File: src/rtl/devtbl_pkg.sv
// devtbl_pkg: bus op codes, query/command/status codes and clog2 for the device table
package devtbl_pkg;
  typedef enum logic [1:0] {OP_NOOP = 2'b00, OP_WR = 2'b01, OP_RD = 2'b10, OP_RW = 2'b11} pi1_op_e;
  typedef enum logic [7:0] {CMD_PULSE = 8'd0, CMD_SET = 8'd1, CMD_CLR = 8'd2, CMD_LOCK = 8'd3} cmd_e;
  localparam int Q_SOCVER = 0;
  localparam int Q_RAMCACHE = 1;
  localparam int Q_RSTSTAT = 2;
  localparam int Q_PRELDR = 3;
  localparam int Q_DEVCNT = 4;
  localparam int Q_RSTCNT = 5;
  localparam logic ST_OK = 1'b0;
  localparam logic ST_ERR = 1'b1;
  function automatic int clog2(input int v);
    int r;
    r = 0;
    while ((64'(1) << r) < 64'(v)) r++;
    return r;
  endfunction
endpackage

File: src/rtl/devtbl_rstchan.sv
// devtbl_rstchan: one reset channel with a held bit and a timed pulse counter
module devtbl_rstchan import devtbl_pkg::*; #(
  parameter int RSTPULSE = 16
) (
  input  logic clk_i,
  input  logic rst_ni,
  input  logic pulse,
  input  logic set,
  input  logic clr,
  output logic rst
);
  localparam int CW = clog2(RSTPULSE + 1);
  logic held, held_n;
  logic [CW-1:0] cnt, cnt_n;
  // clear wins over everything; a pulse reloads the count, otherwise it runs down to zero
  always_comb begin
    held_n = clr ? 1'b0 : held | set;
    cnt_n = clr ? '0 : pulse ? CW'(RSTPULSE) : (cnt != '0) ? cnt - 1'b1 : '0;
  end
  // output is registered from the next-state values so a command shows on the very next cycle
  always_ff @(posedge clk_i or negedge rst_ni) begin
    if (!rst_ni) begin
      held <= 1'b0;
      cnt <= '0;
      rst <= 1'b0;
    end else begin
      held <= held_n;
      cnt <= cnt_n;
      rst <= held_n | (cnt_n != '0);
    end
  end
endmodule

File: src/rtl/devtbl_gen.sv
// devtbl_gen: parametrised device-table peripheral with SoC queries and reset channels
module devtbl_gen import devtbl_pkg::*; #(
  parameter int ARCHBITSZ = 32,
  localparam int ADDRBITSZ = ARCHBITSZ - clog2(ARCHBITSZ / 8),
  parameter int DEVCNT = 5,
  parameter logic [8*DEVCNT-1:0] DEVIDS = {8'd1, 8'd5, 8'd3, 8'd7, 8'd4},
  parameter logic [ADDRBITSZ*DEVCNT-1:0] DEVMAPSZS = {30'h100000, 30'd2, 30'd2, 30'd880, 30'd128},
  parameter logic [DEVCNT-1:0] DEVINTRS = 5'b01001,
  parameter int RSTCNT = 2,
  parameter int RSTPULSE = 16,
  parameter int MAPSZ = 880,
  parameter logic [ARCHBITSZ-1:0] SOCVERSION = '0,
  parameter logic [ARCHBITSZ-1:0] RAMCACHESZ = '0,
  parameter logic [ARCHBITSZ-1:0] PRELDRADDR = '0
) (
  input  logic                   clk_i,
  input  logic                   rst_ni,
  input  logic [1:0]             pi1_op_i,
  input  logic [ADDRBITSZ-1:0]   pi1_addr_i,
  input  logic [ARCHBITSZ-1:0]   pi1_data_i,
  output logic [ARCHBITSZ-1:0]   pi1_data_o,
  input  logic [ARCHBITSZ/8-1:0] pi1_sel_i,
  output logic                   pi1_rdy_o,
  output logic [ADDRBITSZ-1:0]   pi1_mapsz_o,
  output logic [RSTCNT-1:0]      rst_o,
  output logic                   pldr_o
);
  logic [ADDRBITSZ-1:0] ent;
  logic [ARCHBITSZ-1:0] rd_val, q_val, data_n;
  logic [7:0] cmd, ch;
  logic cmd_en, err, act, lock_cmd, upd, lock;
  logic unused_sel;
  assign pi1_rdy_o = 1'b1;
  assign pi1_mapsz_o = ADDRBITSZ'(MAPSZ);
  assign unused_sel = ^pi1_sel_i;
  assign ent = pi1_addr_i >> 1;
  assign cmd = pi1_data_i[7:0];
  assign ch = pi1_data_i[15:8];
  // table lookup: even word is the device id, odd word is byte-scaled map size with the interrupt flag in bit 0
  always_comb begin
    rd_val = '0;
    for (int i = 0; i < DEVCNT; i++)
      if (ent == ADDRBITSZ'(i))
        rd_val = pi1_addr_i[0] ? {DEVMAPSZS[i*ADDRBITSZ +: ADDRBITSZ], {(ARCHBITSZ-ADDRBITSZ-1){1'b0}}, DEVINTRS[i]}
                               : ARCHBITSZ'(DEVIDS[i*8 +: 8]);
  end
  // query decode, command decode and the response word
  always_comb begin
    q_val = (pi1_data_i == ARCHBITSZ'(Q_SOCVER))   ? SOCVERSION :
            (pi1_data_i == ARCHBITSZ'(Q_RAMCACHE)) ? RAMCACHESZ :
            (pi1_data_i == ARCHBITSZ'(Q_RSTSTAT))  ? ARCHBITSZ'(rst_o) :
            (pi1_data_i == ARCHBITSZ'(Q_PRELDR))   ? (lock ? '0 : PRELDRADDR) :
            (pi1_data_i == ARCHBITSZ'(Q_DEVCNT))   ? ARCHBITSZ'(DEVCNT) :
            (pi1_data_i == ARCHBITSZ'(Q_RSTCNT))   ? ARCHBITSZ'(RSTCNT) : '0;
    cmd_en = (pi1_op_i == OP_RW) && (pi1_addr_i == ADDRBITSZ'(1));
    err = (cmd > CMD_LOCK) || ((cmd != CMD_LOCK) && (ch >= 8'(RSTCNT)));
    act = cmd_en && !err;
    lock_cmd = act && (cmd == CMD_LOCK);
    upd = (pi1_op_i == OP_RD) || (pi1_op_i == OP_RW);
    data_n = (pi1_op_i == OP_RD) ? rd_val :
             (pi1_addr_i == ADDRBITSZ'(0)) ? q_val :
             (pi1_addr_i == ADDRBITSZ'(1)) ? ARCHBITSZ'(err ? ST_ERR : ST_OK) : '0;
  end
  // response register, sticky lock and one-cycle preloader strobe
  always_ff @(posedge clk_i or negedge rst_ni) begin
    if (!rst_ni) begin
      pi1_data_o <= '0;
      lock <= 1'b0;
      pldr_o <= 1'b0;
    end else begin
      if (upd) pi1_data_o <= data_n;
      lock <= lock | lock_cmd;
      pldr_o <= lock_cmd;
    end
  end
  for (genvar c = 0; c < RSTCNT; c++) begin : g_ch
    devtbl_rstchan #(.RSTPULSE(RSTPULSE)) u_ch (
      .clk_i (clk_i),
      .rst_ni(rst_ni),
      .pulse (act && (cmd == CMD_PULSE) && (ch == 8'(c))),
      .set   (act && (cmd == CMD_SET) && (ch == 8'(c))),
      .clr   (act && (cmd == CMD_CLR) && (ch == 8'(c))),
      .rst   (rst_o[c])
    );
  end
endmodule

File: config.mk
export PLATFORM = sky130hd
export DESIGN_NAME = devtbl_gen
export DESIGN_NICKNAME = d
export VERILOG_FILES = /design/src/rtl/devtbl_pkg.sv /design/src/rtl/devtbl_rstchan.sv /design/src/rtl/devtbl_gen.sv
export SDC_FILE = /design/constraint.sdc
export NUM_CORES = 1
export LEC_CHECK = 0
export ABC_AREA = 1
export ABC_CLOCK_PERIOD_IN_PS = 1300
export BUFFER_PORTS_ARGS = -buffer_cell sky130_fd_sc_hd__buf_2
export CORE_ASPECT_RATIO = 1.1
export CORE_MARGIN = 4
export CORE_UTILIZATION = 41
export CTS_CLUSTER_DIAMETER = 150
export DETAILED_ROUTE_END_ITERATION = 16
export GPL_ROUTABILITY_DRIVEN = 1
export HOLD_SLACK_MARGIN = 0.05
export PLACE_DENSITY = 0.81
export SKIP_CTS_REPAIR_TIMING = 1
export SLEW_MARGIN = 20
export SYNTH_ARGS = -nofsm -noshare
export SYNTH_HDL_FRONTEND = slang
export SYNTH_SLANG_ARGS = --single-unit
File: constraint.sdc
create_clock -name clk_i -period 1.3 [get_ports clk_i]
set_input_delay 0.13 -clock clk_i [delete_from_list [all_inputs] [get_ports clk_i]]
set_output_delay 0.13 -clock clk_i [all_outputs]
set_load 0.02 [all_outputs]
==> metrics.txt, run 1 <==
Worst Setup Start Kind flip-flop; CP max stage delay 0.41 ns; most frequent cells after synthesis nand2_1, nor2_1, buf_4; status finished with violations; f_max 700 MHz; vias per cell between 4 and 5; sequential fraction of the synthesis area 0.225; DR WL/cell 11.0 um; vias in the first global route 2363; DRT Wirelength 6.41 mm; Mean Syn Cell Area 6.36 sq um; buffers and inverters on the worst path 2; most common cell in the netlist nand2_1; Die Y between 80 and 90 um; Port Buf Inserts between 70 and 80; Hold Crit Depth 3; Detailed Place HPWL approximately 5.2 mm; # rows 29; Power Density 509 nW/um^2; first-pass GRT wire length 9.46 mm; clk sink count 22; Top FF cell, synth dfrtp_1; Final Util 0.563; final non-filler cell total between 500 and 600; reg2reg path depth 8; clock buffer depth 2; static leakage 0.00186 uW; dpl cells 574; Post-DRT Antenna Nets 0; CTS tree built; GP Congestion between 0.8 and 0.9; crit path time final 1.43 ns; Worst EP required roughly 1.5 ns; Final Worst Setup Slack -0.128 ns; Worst Setup Path Type reg -> reg; Tot Pwr ~1700 uW; worst path cell trace inv_2 -> ha_4 -> nand2_4 -> nor2_4 -> or2_2 -> inv_1 -> o211ai_1 -> nand3_1; length of the first detailed-routing pass in iterations 4; Root Buffer clkbuf_8; Hold EP pi1_data_o[1]; Sum Neg Setup Slack -0.145 ns; io pins 136; initial antenna violation count 0; Ys Warns 0; Die ar. 7270 sq um; max_cap viols 0; worst clock skew 0.00321 ns; period utilization 1.10; cell family with most CP delay simple AND/OR/NAND/NOR gates; Nets slightly below 600; CTS clk-pin slew, worst paths about 0.08 ns; RSZ-0062 raised after global routing yes; placed instance area 3000 sq um; Critical Path End Type flip-flop; drt initial violations 75; Post-synth EDFFs 0; Peak supply drop 513 uV; Tot GR Track Use 0.164; Synth async-reset ratio 1.00; area share of the largest cell type after synthesis 0.225; number of fillers in the final layout 572; Slew headroom 0.653; design area 3250 sq um; Die X between 80 and 90 um; synth top area cells dfrtp_1, buf_4, nand2_1, nor2_1, inv_1; largest net degree at the start of global routing 23; Post-Syn Area about 2400 sq um; hold path start pi1_op_i[1]; endpoint of the worst register-to-register path g_ch[1].u_ch.rst; clk_lat worst skew roughly 0.27 ns; Hold Fails Final Rpt 0; core area 5770 sq um; Yosys cell types 31; R2R setup slack -0.13 ns; worst min path class in -> reg; gr ovfl total 0; fraction of layout cells with a size suffix above 1 0.402; Area Growth Syn to Fin 32.5%; Critical R2R Launch g_ch[1].u_ch.cnt[0]; final setup violation count 2; worst slew pin tran 0.521 ns; Initial Util 0.424; H-tree Lvls 1; via count 2612; total CTS buffers 3; Post-route DRC 0; failing checks negative setup slack; critical-path maximum fanout 4; Final Max Tran Viols 0; CP arrival about 1.6 ns; ANT cells 0; Synth Instances 385; Synth area leader dfrtp_1; CP max stage cell dfrtp_1; #FFs+latches synth 22
power by group:
group          switching [uW]  internal (uW)  leakage (uW)
sequential               1.48            686      0.000285
clock                     238            271     0.0000288
combinational             304            151       0.00155
total                     544           1110       0.00186
worst min-delay path: cells and delay by family:
family,cells,cell delay (ns)
buffers and inverters,1,0.13
and+or+nand+nor,2,0.12
flip-flops by register name (all words and copies together), names as in the netlist:
register	cells
g_ch.u_ch.cnt	10
g_ch.u_ch.rst	2
g_ch.u_ch.held	2
pi1_data_o	7
pldr_o	1
area by class of cell:
type / count / area, sq um / share of cell area
sequential: 22 / 551 / 0.170
clock buffer: 4 / 55.1 / 0.0170
multi-input combinational: 293 / 1550 / 0.477
tap: 77 / 96.3 / 0.0297
timing repair buffer: 128 / 766 / 0.236
inverter: 61 / 229 / 0.0705
worst max path at each step:
stage | start | to | depth (start not counted)
5_1_grt | g_ch[1].u_ch.cnt[0] | g_ch[1].u_ch.rst | 8
2_1_floorplan | g_ch[1].u_ch.cnt[0] | g_ch[1].u_ch.rst | 8
3_5_place_dp | pi1_addr_i[24] | g_ch[1].u_ch.rst | 11
6_report | g_ch[1].u_ch.cnt[0] | g_ch[1].u_ch.rst | 8
4_1_cts | g_ch[1].u_ch.cnt[0] | g_ch[1].u_ch.rst | 8
3_3_place_gp | pi1_addr_i[17] | g_ch[1].u_ch.cnt[0] | 10
cell usage in the layout, fill, tap and decap left out, drive strengths merged, types with 3 or more instances in the layout:
cell    synthesis  final
a21oi           6      6
nor2           78     78
or2             3      3
nor3           13     13
nand4          10     10
inv            61     61
nand2          78     78
clkbuf          0      4
o21ai           3      3
buf            59    127
dfrtp          22     22
conb            2     52
nand3          34     34
cell families (layout without fill, tap and decap cells):
family | count (synthesis) | count (layout) | share of synthesized area
simple gates | 219 | 219 | 0.431
flops | 22 | 22 | 0.225
fa+ha+maj | 2 | 2 | 0.0102
xor+xnor | 4 | 4 | 0.0143
compound gates | 16 | 16 | 0.0419
buf+inv | 120 | 193 | 0.274
other cells | 2 | 52 | 0.00307
per-stage QoR:
stage / setup slack (ns) / hold slack, ns
floorplan: 0.00348 / -0.166
global placement: -0.151 / 0.111
detailed placement: -0.233 / 0.130
CTS: -0.219 / -0.162
global route: -0.203 / 0.142
finish: -0.128 / 0.143
layer usage:
metal,up-vias,part of all wire,global-route usage
met5,-,0,0
met4,0,0.0072,0.0363
met3,5,0.066,0.0252
met2,77,0.56,0.330
met1,1197,0.37,0.175
li1,1333,-,-
No activity file was read; power rests on OpenSTA's default activity.
==> inputs of run 2 (changes only) <==
CORE_ASPECT_RATIO = not set   (was 1.1)
==> metrics.txt, run 2 (same netlist as run 1, synthesis figures left out) <==
CP max stage cell dfrtp_1; clock buffer depth 2; core area between 5000 and 6000 sq um; clock power share 0.297; clk_lat worst skew ~0.26 ns; ANT cells 0; final non-filler cell total 573; Final Max Tran Viols 0; Worst Setup Path Type reg -> reg; worst path cell trace inv_2 -> ha_4 -> nand2_4 -> nor2_4 -> or2_2 -> inv_1 -> o211ai_1 -> nand3_1; hold path start pi1_op_i[1]; Final Worst Setup Slack -0.0905 ns; total CTS buffers 3; worst slew pin tran 0.505 ns; CP arrival 1.53 ns; P_int 1110 uW; worst clock skew approximately 0.0038 ns; Area Growth Syn to Fin 29.1%; Port Buf Inserts 79; CP max stage delay between 0.4 and 0.5 ns; Die Y 85.3 um; GP Congestion 0.891; Critical Path End Type flip-flop; Worst EP required 1.44 ns; DR WL/cell around 11 um; Largest regs g_ch.u_ch.cnt: 10 flops, pi1_data_o: 7 flops; period utilization 1.07; Power Density a little over 500 nW/um^2; cell family with most CP delay simple AND/OR/NAND/NOR gates; # rows 27; H-tree Lvls 1; Initial Util 0.434; max_cap viols 0; drt initial violations 92; Flop pwr share 0.423; Hold Crit Depth 4; Detailed Place HPWL 5.25 mm; Root Buffer clkbuf_8; Peak supply drop 341 uV; multi-input logic area 1520 sq um; R2R setup slack -0.09 ns; worst min path class in -> reg; static leakage around 0.0018 uW; most common cell after layout, fill and taps aside buf_2; switching share of total power 0.318; final setup violation count 1; Post-DRT Antenna Nets 0; Hold Fails Final Rpt 0; max FFs per register 10; initial antenna violation count 0; Nets 574; number of fillers in the final layout 557; Critical R2R Launch g_ch[1].u_ch.cnt[0]; reg2reg path depth 8; DRT Wirelength 6.07 mm; RSZ-0062 raised after global routing yes; io pins 136; Seq. cell area 551 sq um; Slew headroom 0.664; Tot GR Track Use 0.154; Hold EP pi1_data_o[1]; first-pass GRT wire length 9.43 mm; Fin Hold WS ~0.21 ns; clk sink count 22; dpl cells roughly 570; length of the first detailed-routing pass in iterations 4; Worst Setup Start Kind flip-flop; endpoint of the worst register-to-register path g_ch[1].u_ch.rst; Die ar. 7270 sq um; most frequent cells in the layout buf_2, nand2_1, nor2_1, conb_1, inv_1; crit path time final 1.39 ns; Die X approximately 85 um; critical-path maximum fanout 4; Top reg by flops g_ch.u_ch.cnt; fraction of layout cells with a size suffix above 1 0.387; Post-route DRC 0; status finished with violations; Comb power frac 0.279; vias per cell 4.53; via count 2594; failing checks negative setup slack; buffers and inverters on the worst path 2; largest net degree at the start of global routing 23; f_max 719 MHz; gr ovfl total 0; P_sw 517 uW; CTS tree built; CTS clk-pin slew, worst paths 0.08 ns; vias in the first global route around 2300
run 2: changes by cell type in the layout (fill, tap and decap cells not counted), sizes merged:
| cell | delta |
|---|---|
| buf | -7 |
run 2: per-layer routing:
| metal | global-route usage | vias up | part of all wire |
|---|---|---|---|
| li1 | - | 1326 | - |
| met1 | 0.181 | 1144 | 0.38 |
| met2 | 0.285 | 111 | 0.52 |
| met3 | 0.0291 | 13 | 0.081 |
| met4 | 0.0388 | 0 | 0.018 |
| met5 | 0 | - | 0 |
run 2: metrics by stage:
| stage | util | setup slack, ns | TNS, ns | total power (uW) | cell area [sq um] |
|---|---|---|---|---|---|
| finish | 0.560 | -0.0905 | -0.0905 | 1620 | 3160 |
| CTS | 0.536 | -0.170 | -0.569 | 1640 | 3020 |
| global placement | 0.526 | -0.148 | -1.30 | 1140 | 2970 |
| global route | 0.560 | -0.158 | -0.273 | 1720 | 3160 |
| floorplan | - | 0.00348 | 0 | 1070 | 2640 |
| detailed placement | 0.526 | -0.205 | -1.97 | 1150 | 2970 |
run 2: final cells by class:
type	instances	area share
Clock buffer	4	0.0174
Multi-Input combinational cell	293	0.482
Sequential cell	22	0.174
Inverter	61	0.0724
Tap cell	72	0.0285
Timing Repair Buffer	121	0.226
run 2: worst max path at each step:
stage                              from             endpoint  slack, ns  depth (start not counted)
floorplan           g_ch[1].u_ch.cnt[0]     g_ch[1].u_ch.rst      0.003                          8
global placement         pi1_addr_i[24]     g_ch[1].u_ch.rst      -0.15                         11
detailed placement       pi1_addr_i[17]  g_ch[1].u_ch.cnt[0]      -0.20                         10
CTS                 g_ch[1].u_ch.cnt[0]     g_ch[1].u_ch.rst      -0.17                          8
global route        g_ch[1].u_ch.cnt[0]     g_ch[1].u_ch.rst      -0.16                          7
finish              g_ch[1].u_ch.cnt[0]     g_ch[1].u_ch.rst      -0.09                          8
run 2: power groups by stage:
stage | clock network (uW) | registers [uW] | logic (uW)
3_5_place_dp | 0 | 701 | 445
2_1_floorplan | 0 | 703 | 365
5_1_grt | 532 | 687 | 500
4_1_cts | 508 | 687 | 446
3_3_place_gp | 0 | 701 | 434
6_report | 483 | 687 | 454
run 2: tightest hold or removal path, delay by kind of cell:
family | cells | cell delay [ns]
buffers and inverters | 2 | 0.21
and+or+nand+nor | 2 | 0.11
